--- src/rtl/cond_pkg.sv ---
// Shared types and constants for the conditional-execution unit:
// ARM condition codes, NZCV flag indices, FlagW groups and IT-block state.
package cond_pkg;

   localparam logic [3:0] COND_EQ = 4'd0;
   localparam logic [3:0] COND_NE = 4'd1;
   localparam logic [3:0] COND_CS = 4'd2;
   localparam logic [3:0] COND_CC = 4'd3;
   localparam logic [3:0] COND_MI = 4'd4;
   localparam logic [3:0] COND_PL = 4'd5;
   localparam logic [3:0] COND_VS = 4'd6;
   localparam logic [3:0] COND_VC = 4'd7;
   localparam logic [3:0] COND_HI = 4'd8;
   localparam logic [3:0] COND_LS = 4'd9;
   localparam logic [3:0] COND_GE = 4'd10;
   localparam logic [3:0] COND_LT = 4'd11;
   localparam logic [3:0] COND_GT = 4'd12;
   localparam logic [3:0] COND_LE = 4'd13;
   localparam logic [3:0] COND_AL = 4'd14;
   localparam logic [3:0] COND_NV = 4'd15;

   localparam int FLAG_N = 3;
   localparam int FLAG_Z = 2;
   localparam int FLAG_C = 1;
   localparam int FLAG_V = 0;

   // FlagW encodings and the bit that enables each group
   localparam logic [1:0] FW_NONE = 2'b00;
   localparam logic [1:0] FW_CV   = 2'b01;
   localparam logic [1:0] FW_NZ   = 2'b10;
   localparam logic [1:0] FW_NZCV = 2'b11;
   localparam int FW_NZ_BIT = 1;
   localparam int FW_CV_BIT = 0;

   // Storage width for the IT mask; the sequencer covers up to 4 slots
   localparam int IT_MASK_W = 4;

   typedef struct packed {
      logic [3:0]           base;
      logic [IT_MASK_W-1:0] mask;
      logic [1:0]           slot;
      logic [2:0]           remaining;
   } it_state_t;

   typedef enum logic {
      IT_IDLE   = 1'b0,
      IT_ACTIVE = 1'b1
   } it_fsm_e;

   // Condition of the current IT slot: mask bit 0 selects the inverse
   function automatic logic [3:0] slot_cond(it_state_t s);
      return {s.base[3:1], s.base[0] ^ ~s.mask[s.slot]};
   endfunction

endpackage

--- src/rtl/condlogic_it_if.sv ---
// Controller <-> conditional-execution unit bundle.
// master: controller drives requests; slave: condlogic_it drives gated enables.
interface condlogic_it_if #(
   parameter int NUM_WR     = 2,
   parameter int IT_MAX_LEN = 4
);
   logic                  InstrStart;
   logic                  InstrDone;
   logic                  Flush;
   logic [3:0]            Cond;
   logic [3:0]            ALUFlags;
   logic [1:0]            FlagW;
   logic                  PCS;
   logic                  NextPC;
   logic [NUM_WR-1:0]     RegW;
   logic                  MemW;
   logic                  ITStart;
   logic [3:0]            ITFirstCond;
   logic [2:0]            ITLen;
   logic [IT_MAX_LEN-1:0] ITMask;

   logic                  PCWrite;
   logic [NUM_WR-1:0]     RegWrite;
   logic                  MemWrite;
   logic [3:0]            Flags;
   logic                  InIT;
   logic                  ITErr;

   modport master (
      output InstrStart, InstrDone, Flush, Cond, ALUFlags, FlagW,
      output PCS, NextPC, RegW, MemW,
      output ITStart, ITFirstCond, ITLen, ITMask,
      input  PCWrite, RegWrite, MemWrite, Flags, InIT, ITErr
   );

   modport slave (
      input  InstrStart, InstrDone, Flush, Cond, ALUFlags, FlagW,
      input  PCS, NextPC, RegW, MemW,
      input  ITStart, ITFirstCond, ITLen, ITMask,
      output PCWrite, RegWrite, MemWrite, Flags, InIT, ITErr
   );
endinterface

--- src/rtl/condcheck.sv ---
// Combinational ARM condition evaluator.
// cond_i: cond field, flags_i: NZCV, cond_ex_o: condition holds.
module condcheck
   import cond_pkg::*;
(
   input  logic [3:0] cond_i,
   input  logic [3:0] flags_i,
   output logic       cond_ex_o
);

   logic n, z, c, v, ge;

   assign n  = flags_i[FLAG_N];
   assign z  = flags_i[FLAG_Z];
   assign c  = flags_i[FLAG_C];
   assign v  = flags_i[FLAG_V];
   assign ge = (n == v);

   always_comb begin
      cond_ex_o = 1'b0;
      unique case (cond_i)
         COND_EQ: cond_ex_o = z;
         COND_NE: cond_ex_o = ~z;
         COND_CS: cond_ex_o = c;
         COND_CC: cond_ex_o = ~c;
         COND_MI: cond_ex_o = n;
         COND_PL: cond_ex_o = ~n;
         COND_VS: cond_ex_o = v;
         COND_VC: cond_ex_o = ~v;
         COND_HI: cond_ex_o = c & ~z;
         COND_LS: cond_ex_o = ~(c & ~z);
         COND_GE: cond_ex_o = ge;
         COND_LT: cond_ex_o = ~ge;
         COND_GT: cond_ex_o = ~z & ge;
         COND_LE: cond_ex_o = ~(~z & ge);
         COND_AL: cond_ex_o = 1'b1;
         COND_NV: cond_ex_o = 1'b1;
      endcase
   end

endmodule

--- src/rtl/flopenr.sv ---
// Enabled register with synchronous active-high reset.
// en_i: load enable, d_i: next value, q_o: held value.
module flopenr #(
   parameter int WIDTH = 8
) (
   input  logic             clk,
   input  logic             reset,
   input  logic             en_i,
   input  logic [WIDTH-1:0] d_i,
   output logic [WIDTH-1:0] q_o
);

   always_ff @(posedge clk) begin
      if (reset)     q_o <= '0;
      else if (en_i) q_o <= d_i;
   end

endmodule

--- src/rtl/flopr.sv ---
// Register with synchronous active-high reset.
// d_i: next value, q_o: held value (cleared by reset).
module flopr #(
   parameter int WIDTH = 8
) (
   input  logic             clk,
   input  logic             reset,
   input  logic [WIDTH-1:0] d_i,
   output logic [WIDTH-1:0] q_o
);

   always_ff @(posedge clk) begin
      if (reset) q_o <= '0;
      else       q_o <= d_i;
   end

endmodule

--- src/rtl/it_seq.sv ---
// IT-block sequencer: tracks base cond, mask, slot and slots remaining.
// Outputs in_it_o, per-slot it_cond_o and a one-cycle it_err_o pulse.
module it_seq
   import cond_pkg::*;
#(
   parameter int IT_MAX_LEN = 4
) (
   input  logic                  clk,
   input  logic                  reset,
   input  logic                  instr_done_i,
   input  logic                  flush_i,
   input  logic                  it_start_i,
   input  logic [3:0]            first_cond_i,
   input  logic [2:0]            len_i,
   input  logic [IT_MAX_LEN-1:0] mask_i,
   output logic                  in_it_o,
   output logic [3:0]            it_cond_o,
   output logic                  it_err_o
);

   localparam logic [2:0] MAX_LEN = 3'(IT_MAX_LEN);

   it_fsm_e              state_q, state_d;
   it_state_t            it_q, it_d;
   logic                 err_q, err_d;
   logic [IT_MASK_W-1:0] mask_ext;
   logic                 bad_len, bad_al;

   // Slot 0 always uses the base condition
   always_comb begin
      mask_ext = '0;
      mask_ext[IT_MAX_LEN-1:0] = mask_i;
      mask_ext[0] = 1'b1;
   end

   assign bad_len = (len_i == 3'd0) || (len_i > MAX_LEN);

   // AL has no inverse, so an else-slot under AL is rejected
   always_comb begin
      bad_al = 1'b0;
      for (int i = 1; i < IT_MASK_W; i++) begin
         if (3'(i) < len_i && !mask_ext[i])
            bad_al = 1'b1;
      end
      if (first_cond_i != COND_AL)
         bad_al = 1'b0;
   end

   always_comb begin
      state_d = state_q;
      it_d    = it_q;
      err_d   = 1'b0;
      if (flush_i) begin
         state_d = IT_IDLE;
         it_d    = '0;
      end else if (it_start_i) begin
         if (state_q == IT_ACTIVE || bad_len || bad_al) begin
            err_d = 1'b1;
         end else begin
            state_d        = IT_ACTIVE;
            it_d.base      = first_cond_i;
            it_d.mask      = mask_ext;
            it_d.slot      = 2'd0;
            it_d.remaining = len_i;
         end
      end else if (state_q == IT_ACTIVE && instr_done_i) begin
         it_d.slot      = it_q.slot + 2'd1;
         it_d.remaining = it_q.remaining - 3'd1;
         if (it_q.remaining == 3'd1) begin
            state_d = IT_IDLE;
            it_d    = '0;
         end
      end
   end

   always_ff @(posedge clk) begin
      if (reset) begin
         state_q <= IT_IDLE;
         it_q    <= '0;
         err_q   <= 1'b0;
      end else begin
         state_q <= state_d;
         it_q    <= it_d;
         err_q   <= err_d;
      end
   end

   assign in_it_o   = (state_q == IT_ACTIVE);
   assign it_cond_o = slot_cond(it_q);
   assign it_err_o  = err_q;

endmodule

--- src/rtl/condlogic_it.sv ---
// Conditional-execution unit: NZCV flags, held condition, write gating, IT.
// clk/reset plain ports; all controller traffic on bus (slave modport).
module condlogic_it
   import cond_pkg::*;
#(
   parameter int NUM_WR     = 2,
   parameter int IT_MAX_LEN = 4
) (
   input  logic           clk,
   input  logic           reset,
   condlogic_it_if.slave  bus
);

   logic [1:0] nz_q, cv_q;
   logic [3:0] flags_q;
   logic       cond_q, cond_d;
   logic       in_it, it_err;
   logic [3:0] it_cond, ec;
   logic       cond_live, cond_eff;
   logic [1:0] flag_write;

   it_seq #(.IT_MAX_LEN(IT_MAX_LEN)) u_it (
      .clk          (clk),
      .reset        (reset),
      .instr_done_i (bus.InstrDone),
      .flush_i      (bus.Flush),
      .it_start_i   (bus.ITStart),
      .first_cond_i (bus.ITFirstCond),
      .len_i        (bus.ITLen),
      .mask_i       (bus.ITMask),
      .in_it_o      (in_it),
      .it_cond_o    (it_cond),
      .it_err_o     (it_err)
   );

   assign ec = in_it ? it_cond : bus.Cond;

   condcheck u_cc (
      .cond_i    (ec),
      .flags_i   (flags_q),
      .cond_ex_o (cond_live)
   );

   // Evaluate once on the first cycle, then hold for the instruction
   assign cond_eff = bus.InstrStart ? cond_live : cond_q;
   assign cond_d   = bus.Flush ? 1'b0 : cond_eff;

   flopr #(.WIDTH(1)) u_condreg (
      .clk   (clk),
      .reset (reset),
      .d_i   (cond_d),
      .q_o   (cond_q)
   );

   assign flag_write = bus.FlagW & {2{cond_eff & ~reset}};

   flopenr #(.WIDTH(2)) u_nz (
      .clk   (clk),
      .reset (reset),
      .en_i  (flag_write[FW_NZ_BIT]),
      .d_i   (bus.ALUFlags[FLAG_N:FLAG_Z]),
      .q_o   (nz_q)
   );

   flopenr #(.WIDTH(2)) u_cv (
      .clk   (clk),
      .reset (reset),
      .en_i  (flag_write[FW_CV_BIT]),
      .d_i   (bus.ALUFlags[FLAG_C:FLAG_V]),
      .q_o   (cv_q)
   );

   assign flags_q = {nz_q, cv_q};

   assign bus.RegWrite = reset ? '0
                       : bus.RegW & {NUM_WR{cond_eff}};
   assign bus.MemWrite = ~reset & bus.MemW & cond_eff;
   assign bus.PCWrite  = ~reset &
                         (bus.PCS | (bus.NextPC & cond_eff));
   assign bus.Flags    = flags_q;
   assign bus.InIT     = in_it;
   assign bus.ITErr    = it_err;

endmodule
--- src/flat_wrapper.sv ---
// flat-port wrapper written by rule: the top's interface ports become plain ports
module condlogic_it_flat import cond_pkg::*;
#(
   parameter int NUM_WR     = 2,
   parameter int IT_MAX_LEN = 4
)
  (clk, reset, bus_InstrStart, bus_InstrDone, bus_Flush, bus_Cond, bus_ALUFlags, bus_FlagW, bus_PCS, bus_NextPC, bus_RegW, bus_MemW, bus_ITStart, bus_ITFirstCond, bus_ITLen, bus_ITMask, bus_PCWrite, bus_RegWrite, bus_MemWrite, bus_Flags, bus_InIT, bus_ITErr);
  condlogic_it_if #(.NUM_WR(NUM_WR), .IT_MAX_LEN(IT_MAX_LEN)) bus_i ();
  input  logic clk;
  input  logic reset;
  input wire logic [$bits(bus_i.InstrStart)-1:0] bus_InstrStart;
  input wire logic [$bits(bus_i.InstrDone)-1:0] bus_InstrDone;
  input wire logic [$bits(bus_i.Flush)-1:0] bus_Flush;
  input wire logic [$bits(bus_i.Cond)-1:0] bus_Cond;
  input wire logic [$bits(bus_i.ALUFlags)-1:0] bus_ALUFlags;
  input wire logic [$bits(bus_i.FlagW)-1:0] bus_FlagW;
  input wire logic [$bits(bus_i.PCS)-1:0] bus_PCS;
  input wire logic [$bits(bus_i.NextPC)-1:0] bus_NextPC;
  input wire logic [$bits(bus_i.RegW)-1:0] bus_RegW;
  input wire logic [$bits(bus_i.MemW)-1:0] bus_MemW;
  input wire logic [$bits(bus_i.ITStart)-1:0] bus_ITStart;
  input wire logic [$bits(bus_i.ITFirstCond)-1:0] bus_ITFirstCond;
  input wire logic [$bits(bus_i.ITLen)-1:0] bus_ITLen;
  input wire logic [$bits(bus_i.ITMask)-1:0] bus_ITMask;
  output wire logic [$bits(bus_i.PCWrite)-1:0] bus_PCWrite;
  output wire logic [$bits(bus_i.RegWrite)-1:0] bus_RegWrite;
  output wire logic [$bits(bus_i.MemWrite)-1:0] bus_MemWrite;
  output wire logic [$bits(bus_i.Flags)-1:0] bus_Flags;
  output wire logic [$bits(bus_i.InIT)-1:0] bus_InIT;
  output wire logic [$bits(bus_i.ITErr)-1:0] bus_ITErr;
  assign bus_i.InstrStart = bus_InstrStart;
  assign bus_i.InstrDone = bus_InstrDone;
  assign bus_i.Flush = bus_Flush;
  assign bus_i.Cond = bus_Cond;
  assign bus_i.ALUFlags = bus_ALUFlags;
  assign bus_i.FlagW = bus_FlagW;
  assign bus_i.PCS = bus_PCS;
  assign bus_i.NextPC = bus_NextPC;
  assign bus_i.RegW = bus_RegW;
  assign bus_i.MemW = bus_MemW;
  assign bus_i.ITStart = bus_ITStart;
  assign bus_i.ITFirstCond = bus_ITFirstCond;
  assign bus_i.ITLen = bus_ITLen;
  assign bus_i.ITMask = bus_ITMask;
  assign bus_PCWrite = bus_i.PCWrite;
  assign bus_RegWrite = bus_i.RegWrite;
  assign bus_MemWrite = bus_i.MemWrite;
  assign bus_Flags = bus_i.Flags;
  assign bus_InIT = bus_i.InIT;
  assign bus_ITErr = bus_i.ITErr;
  condlogic_it #(.NUM_WR(NUM_WR), .IT_MAX_LEN(IT_MAX_LEN)) u_core (.clk(clk), .reset(reset), .bus(bus_i));
endmodule
--- config.mk ---
export PLATFORM = sky130hd
export DESIGN_NAME = condlogic_it_flat
export DESIGN_NICKNAME = d
export VERILOG_FILES = /design/src/rtl/cond_pkg.sv /design/src/rtl/condlogic_it_if.sv /design/src/rtl/condcheck.sv /design/src/rtl/flopenr.sv /design/src/rtl/flopr.sv /design/src/rtl/it_seq.sv /design/src/rtl/condlogic_it.sv /design/src/flat_wrapper.sv
export SDC_FILE = /design/constraint.sdc
export NUM_CORES = 1
export LEC_CHECK = 0
export CORE_UTILIZATION = 41
export DETAILED_ROUTE_END_ITERATION = 6
export PLACE_DENSITY_LB_ADDON = 0.05
export SYNTH_ARGS = -nofsm -noshare
export SYNTH_HDL_FRONTEND = slang
export SYNTH_HIERARCHICAL = 1
export SYNTH_SLANG_ARGS = --single-unit
--- constraint.sdc ---
create_clock -name clk -period 3.26 [get_ports clk]
set_input_delay 0.326 -clock clk [delete_from_list [all_inputs] [get_ports clk]]
set_output_delay 0.326 -clock clk [all_outputs]
set_load 0.1 [all_outputs]
## After elaboration in Yosys (flattened, before gate mapping)

Index checks and enable logic that the tools add are counted.

- Output and inout port bits: 10
- RAM bits: 0
- Bits in registers: 20
- Memories: 0
- Input port bits: 32
- Word-level logic and storage cells: 94
- Latch bits: 0
- Bits in read-only memories: 0

- Magnitude comparators: 5
- Add/sub/neg operators: 2
- Divide/modulo/power cells: 0
- Mux-type cells: 19
- Reductions and logical operators: 19
- Equality and inequality tests: 19
- Multipliers: 0
- Bitwise logic cells: 21
- Shifts and indexed selects: 0

Operators with widths:

| cell | number |
|---|---|
| $mux W13 | 4 |
| $eq A4 B4 Y1 const B | 8 |
| $eq A4 B3 Y1 const B | 4 |
| $pmux W1 S15 | 1 |
| $mux W1 | 11 |
| $not A1 Y1 | 10 |
| $eq A4 B2 Y1 const B | 2 |
| $and A1 B1 Y1 | 7 |
| $lt A2 B3 Y1 const A | 2 |
| $and A2 B2 Y2 | 2 |
| $eq A4 B1 Y1 const B | 1 |
| $logic_and A1 B1 Y1 | 4 |
| $logic_not A4 Y1 | 1 |
| $mux W4 | 1 |
| $ne A4 B4 Y1 const B | 1 |
| $reduce_bool A2 Y1 | 2 |
| $reduce_or A2 Y1 | 2 |
| $eq A3 B1 Y1 const B | 1 |
| $gt A3 B3 Y1 const B | 1 |
| $logic_not A1 Y1 | 3 |
| $logic_not A3 Y1 | 1 |
| $logic_or A1 B1 Y1 | 3 |
| $lt A1 B3 Y1 const A | 1 |
| $lt A2 B3 Y1 const B | 1 |
| 11 further kinds | 11 |

## Depth between registers and ports, before layout

- Depth after elaboration: 12
- Depth in mapped cells: 12
- Depth with buffers taken out: 12

## Cells and area by module

Netlist, hierarchy kept.

By module, submodules not included:

| module | area each (um^2) | times used | cells an instance | seq. area each (um^2) |
|---|---|---|---|---|
| it_seq | 794.5 | 1 | 88 | 280.3 |
| condcheck | 185.2 | 1 | 30 | 0.0 |
| flopenr | 67.6 | 2 | 6 | 40.0 |
| condlogic_it | 122.6 | 1 | 14 | 0.0 |
| flopr | 33.8 | 1 | 2 | 20.0 |

## Worst setup path after synthesis

OpenSTA, ideal clock, no wires.

- Path type: reg2out
- Start point: register u_core.u_it.state_q, in the netlist u_core/u_it/in_it_o
- End point: output bus_MemWrite
- Arrival time: 5215 ps
- Setup slack: -2281 ps
- Cell stages (with the launch flop): 11
- Path buffers: 0
- Required time: 2934 ps
- Path through: dfxtp_1 > mux4_2 > xnor2_1 > mux2_1 > xor2_1 > or4b_1 > nand2_1 > nand2_1 > o2111ai_1 > mux2i_2 > nor3b_1

- Word-level cells in the longest chain between the ends: 6
- Elaborated cells between the ends (all ways): 21
- Classes of those cells: eq/ne (15); mux (3); bitwise (1); reduce/logical (2)

Ends and longest elaborated chain:

| element | RTL line | text |
|---|---|---|
| start: declaration | it_seq.sv:23 | `it_fsm_e state_q, state_d;` |
| start signal: assignment | it_seq.sv:82 | `state_q <= state_d;` |
| $mux W4 (*) | condlogic_it.sv:36 | `assign ec = in_it ? it_cond : bus.Cond;` |
| net u_core.ec[0] | condlogic_it.sv:18 | `logic [3:0] it_cond, ec;` |
| $eq A4 B4 Y1 | condcheck.sv:21 | `unique case (cond_i)` |
| $reduce_or A2 Y1 (no source line) | n/a |  |
| $pmux W1 S15 (*) | condcheck.sv:21 |  |
| net u_core.cond_live | condlogic_it.sv:19 | `logic cond_live, cond_eff;` |
| $mux W1 (*) | condlogic_it.sv:45 | `assign cond_eff = bus.InstrStart ? cond_live : cond_q;` |
| $and A1 B1 Y1 (*) | condlogic_it.sv:77 | `assign bus.MemWrite = ~reset & bus.MemW & cond_eff;` |
| end: declaration | flat_wrapper.sv:27 | `output wire logic [$bits(bus_i.MemWrite)-1:0] bus_MemWrite;` |

Mark *: on every way through the listed nets, which the timed path passes. The rest lies on a longest branch.

## Worst setup path in the final report

- Start point: register u_core/u_it/it_q[4] in the netlist's numbering
- End point: output bus_RegWrite[0]

- Word-level cells in the longest chain between the ends: 11
- Elaborated cells between the ends (all ways): 26
- Classes of those cells: eq/ne (15); mux (6); bitwise (3); reduce/logical (2)

Ends and longest elaborated chain:

| element | RTL line | text |
|---|---|---|
| start: declaration | it_seq.sv:24 | `it_state_t it_q, it_d;` |
| start signal: assignment | it_seq.sv:83 | `it_q <= it_d;` |
| $bmux W1 S2 (*) | cond_pkg.sv:52 | `return {s.base[3:1], s.base[0] ^ ~s.mask[s.slot]};` |
| $mux W1 (not written as such) (*) | cond_pkg.sv:52 |  |
| $not A1 Y1 (*) | cond_pkg.sv:52 |  |
| $xor A1 B1 Y1 (*) | cond_pkg.sv:52 |  |
| net u_core.it_cond[0] | condlogic_it.sv:18 |  |
| $mux W4 (*) | condlogic_it.sv:36 |  |
| net u_core.ec[0] | condlogic_it.sv:18 |  |
| $eq A4 B4 Y1 | condcheck.sv:21 |  |
| $reduce_or A2 Y1 (no source line) | n/a |  |
| $pmux W1 S15 (*) | condcheck.sv:21 |  |
| net u_core.cond_live | condlogic_it.sv:19 |  |
| $mux W1 (*) | condlogic_it.sv:45 |  |
| $and A2 B2 Y2 (*) | condlogic_it.sv:76 | `: bus.RegW & {NUM_WR{cond_eff}};` |
| $mux W2 (*) | condlogic_it.sv:75 | `assign bus.RegWrite = reset ? '0` |
| end: declaration | flat_wrapper.sv:26 | `output wire logic [$bits(bus_i.RegWrite)-1:0] bus_RegWrite;` |

Mark *: on every way through the listed nets, which the timed path passes. The rest lies on a longest branch. The select of a mux whose other input is x is not followed.

==> impl_metrics.py <==
metrics = {
    "critical_path": {
        "crit_chain": "mux4_2 -> xnor2_1 -> mux2_4 -> xor2_1 -> or4b_1 -> nand2_1 -> nand2_1 -> o2111ai_2 -> mux2i_4 -> nor3b_4 -> buf_12",
        "crit_required_ps": 2930,
        "r2r_slack_ps": -120,
        "r2r_start": "u_core/u_it/it_q[4]",
        "startpoint": "u_core/u_it/it_q[4]",
        "cp.arrival_ps": 3150,
        "path_class": "flip-flop to primary output",
        "reg2reg_to": "u_core/u_cv/q_o[0]",
        "cp_slowest_cell": "mux4_2",
        "path_depth": 11,
        "ff2ff_path_depth": 15,
        "cp-start-kind": "flip-flop",
        "cp-end-kind": "primary output",
        "critPathMaxFanout": 6,
        "path_delay_family": "multiplexers",
        "worst-path-buf-inv": 1,
        "cp_common_cell": "nand2_1",
        "crit_path_end": "bus_RegWrite[0]",
        "critPathMaxStageDelay_ps": 500,
    },
    "floorplanning": {
        "die_width_um": 57.7,
        "core_sq_mm": 0.00285,
        "io_pins": 42,
        "die_area_sq_mm": 0.00333,
        "num_rows": 19,
        "die_y_um": 57.7,
        "initial_core_util_pct": 44.6,
    },
    "layout": {
        "diodes": 0,
        "drive_gt1_share_pct": 16.9,
        "final_nets": 224,
        "syn_to_final_growth_pct": 44.3,
        "stdcell_area_sq_mm": 0.00183,
    },
    "cts": {
        "cts.clk_slew.worst_paths_ps": 120,
        "clk-insertion-delay-late_ps": 310,
        "htreeDepth": 1,
        "root_buffer": "clkbuf_4",
        "cts_sinks": 19,
        "clk_path_buf_depth": 2,
        "cts_buffers": 3,
        "cts_tree": "yes",
    },
    "grt": {
        "grt_pass1_wl_um": 5220,
        "grtUsageTotal_pct": 19.9,
        "antenna_found_initial": 0,
        "grt_start_max_net_pins": 15,
        "grt-ovfl-total": 0,
        "grt_pass1_vias": 1232,
    },
    "timing": {
        "clock.fmax_mhz": 288,
        "layout_setup_ws_ps": -214,
        "finalHoldViolCount": 0,
        "grt_setup_unrepaired": "yes",
        "fin_crit_sh_pct": 107,
        "slew_headroom_pct": 35.0,
        "finalSetupViolCount": 8,
        "min_period_ps": 3470,
        "maxSlewViolCount": 0,
        "skew_ps": 10.4,
        "worst_pin_slew_ps": 972,
    },
    "placement": {
        "numPortBuffers": 40,
        "placed_cell_area_sq_mm": 0.00178,
        "dp_hpwl_um": 2320,
        "gp_congestion": 0.777,
    },
    "logic_synthesis": {
        "netlist.area_leader.share_pct": 29.9,
        "syn_inst": 146,
        "synthTopCellsByArea": "dfxtp_1, mux2i_1, nor2_1, nor2b_1, nand2b_1",
        "ys_seq_area_share_pct": 29.9,
        "synth_cell_types": 49,
        "ys_seq_elements": 19,
        "ys_warn_count": 6,
        "ys.flop_type": "dfxtp_1",
        "syn_area_per_cell_sq_um": 8.71,
        "synth-edff-count": 0,
        "post_synth_instance_area_sq_mm": 0.00127,
        "yosys.area.top_type": "dfxtp_1",
        "synth_nets": 180,
        "synthArstFlopShare_pct": 0,
    },
    "power_and_ir_drop": {
        "p_clk_share_pct": 21.1,
        "power_mw": 0.592,
        "seqPwrFrac_pct": 41.3,
        "pwr-share-comb_pct": 37.6,
        "peakVddDrop_mv": 0.235,
        "cellPowerDensity_mw_per_mm2": 323,
        "p_sw_mw": 0.203,
        "leakage_nw": 0.724,
        "p_int_mw": 0.389,
        "swShare_pct": 34.3,
    },
    "min_path": {
        "hp-class": "flip-flop to flip-flop",
        "holdPathStages": 2,
    },
    "status": {
        "violations": "DRC, setup timing",
        "status": "finished with violations",
    },
    "route": {
        "drt_iter0_drc": 94,
        "wl_um": 3070,
        "firstDrtPassIters": 7,
        "ant_nets": 0,
        "wl_per_cell_um": 13.9,
        "vias": 1225,
        "routed_via_density": 5.57,
        "drc": 1,
    },
    "flow_run": {
        "maxCapViolCount": 0,
    },
}
==> how the worst min path moves through the flow <==
stage                              from              endpoint
floorplan                         reset  u_core/u_condreg/q_o
global placement    u_core/u_it/it_q[2]   u_core/u_it/it_q[2]
detailed placement  u_core/u_it/it_q[2]   u_core/u_it/it_q[2]
CTS                 u_core/u_it/it_q[0]   u_core/u_it/it_q[0]
global route        u_core/u_it/it_q[0]   u_core/u_it/it_q[0]
finish              u_core/u_it/it_q[0]   u_core/u_it/it_q[0]
==> what timing repair did <==
action	4_1_cts	5_1_grt
hold endpoints to repair	0	0
hold buffers	0	0
setup endpoints to repair	4	8
pin swaps	4	2
gates resized for setup	1	0
setup buffers	2	1
==> Yosys cell counts, types with 3 or more instances <==
| cell | number |
|---|---|
| a211oi_1 | 3 |
| a21oi_1 | 4 |
| a31oi_1 | 3 |
| buf_4 | 3 |
| dfxtp_1 | 19 |
| inv_1 | 4 |
| mux2_1 | 3 |
| mux2i_1 | 11 |
| nand2_1 | 6 |
| nand2b_1 | 6 |
| nor2_1 | 21 |
| nor2b_1 | 9 |
| nor3b_1 | 5 |
| o21ai_0 | 7 |
==> worst reg2reg max path: cells and delay by family (launching register included) <==
family                 cells  cell delay, ps
XOR/XNOR                   2             310
multiplexers               4            1130
AO/OA/AOI/OAI              1             110
flip-flops                 1             370
AND/OR/NAND/NOR            5             870
buffers and inverters      3             450
==> power groups by stage <==
stage          registers [mW]  clock network [mW]  logic, mW
2_1_floorplan           0.270                   0      0.117
3_3_place_gp            0.250                   0      0.211
5_1_grt                 0.246               0.142      0.237
6_report                0.245               0.125      0.223
3_5_place_dp            0.250                   0      0.215
4_1_cts                 0.245               0.129      0.219
==> through the flow <==
step | setup slack [ps] | util (%) | setup TNS (ps) | std cells | hold slack, ps
2_1_floorplan | -365 | - | -1390 | 146 | 390
3_3_place_gp | 96.0 | 62.5 | 0 | 213 | 479
3_5_place_dp | 61.2 | 62.5 | 0 | 213 | 489
4_1_cts | -236 | 64.0 | -814 | 219 | 522
5_1_grt | -370 | 64.3 | -2630 | 220 | 544
6_report | -214 | 64.3 | -1240 | 220 | 521
==> final cells by class <==
cell class	count	area [sq um]
fillers	250	1020
multi-input cells	116	882
repair buffers	46	485
flip-flops and latches	19	385
well taps	31	38.8
clock buffers	3	22.5
inverters	4	15.0
clock inverters	1	5.00
==> layout by cell type, fill, tap and decap left out, types with 2 or more instances in the layout <==
master	synthesis	routed
nand2b_1	6	6
and3b_1	2	2
ha_1	2	2
a31oi_1	3	3
nor3_1	2	2
buf_12	0	4
nor3b_4	0	3
a21oi_1	4	4
and3_1	2	2
nor3b_1	5	2
mux2_1	3	2
clkdlybuf4s50_1	0	36
dfxtp_1	19	17
nor2b_1	9	9
mux2i_1	11	11
o21ai_0	7	7
a222oi_1	2	2
xor2_1	2	2
clkbuf_4	0	3
nand2_1	6	6
nor2_1	21	21
inv_1	4	4
a211oi_1	3	3
buf_4	3	6
==> routing by layer <==
metal	GRT usage (%)	wire length (um)
met4	6.80	78
met3	5.13	163
met2	34.7	1530
met5	0	0
met1	23.7	1290
==> registers in the layout, indices dropped and copies added (netlist names) <==
name	cells
u_core/u_it/it_cond_o	3
u_core/u_it/in_it_o	1
u_core/u_condreg/q_o	1
u_core/u_cv/q_o	2
u_core/u_it/it_err_o	1
u_core/u_it/it_q	9
u_core/u_nz/q_o	2
==> cells by family (layout without fill, tap and decap cells) <==
family | count (synthesis) | after routing | synth area share [%]
adders and majority gates | 2 | 2 | 1.97
AOI/OAI and AO/OA | 28 | 28 | 16.2
buffers and inverters | 11 | 54 | 4.82
and+or+nand+nor | 66 | 66 | 29.9
DFF | 19 | 19 | 29.9
muxes | 17 | 17 | 15.1
xor gates and xnor gates | 3 | 3 | 2.07
Note: power is estimated with default switching activity, not from simulation.
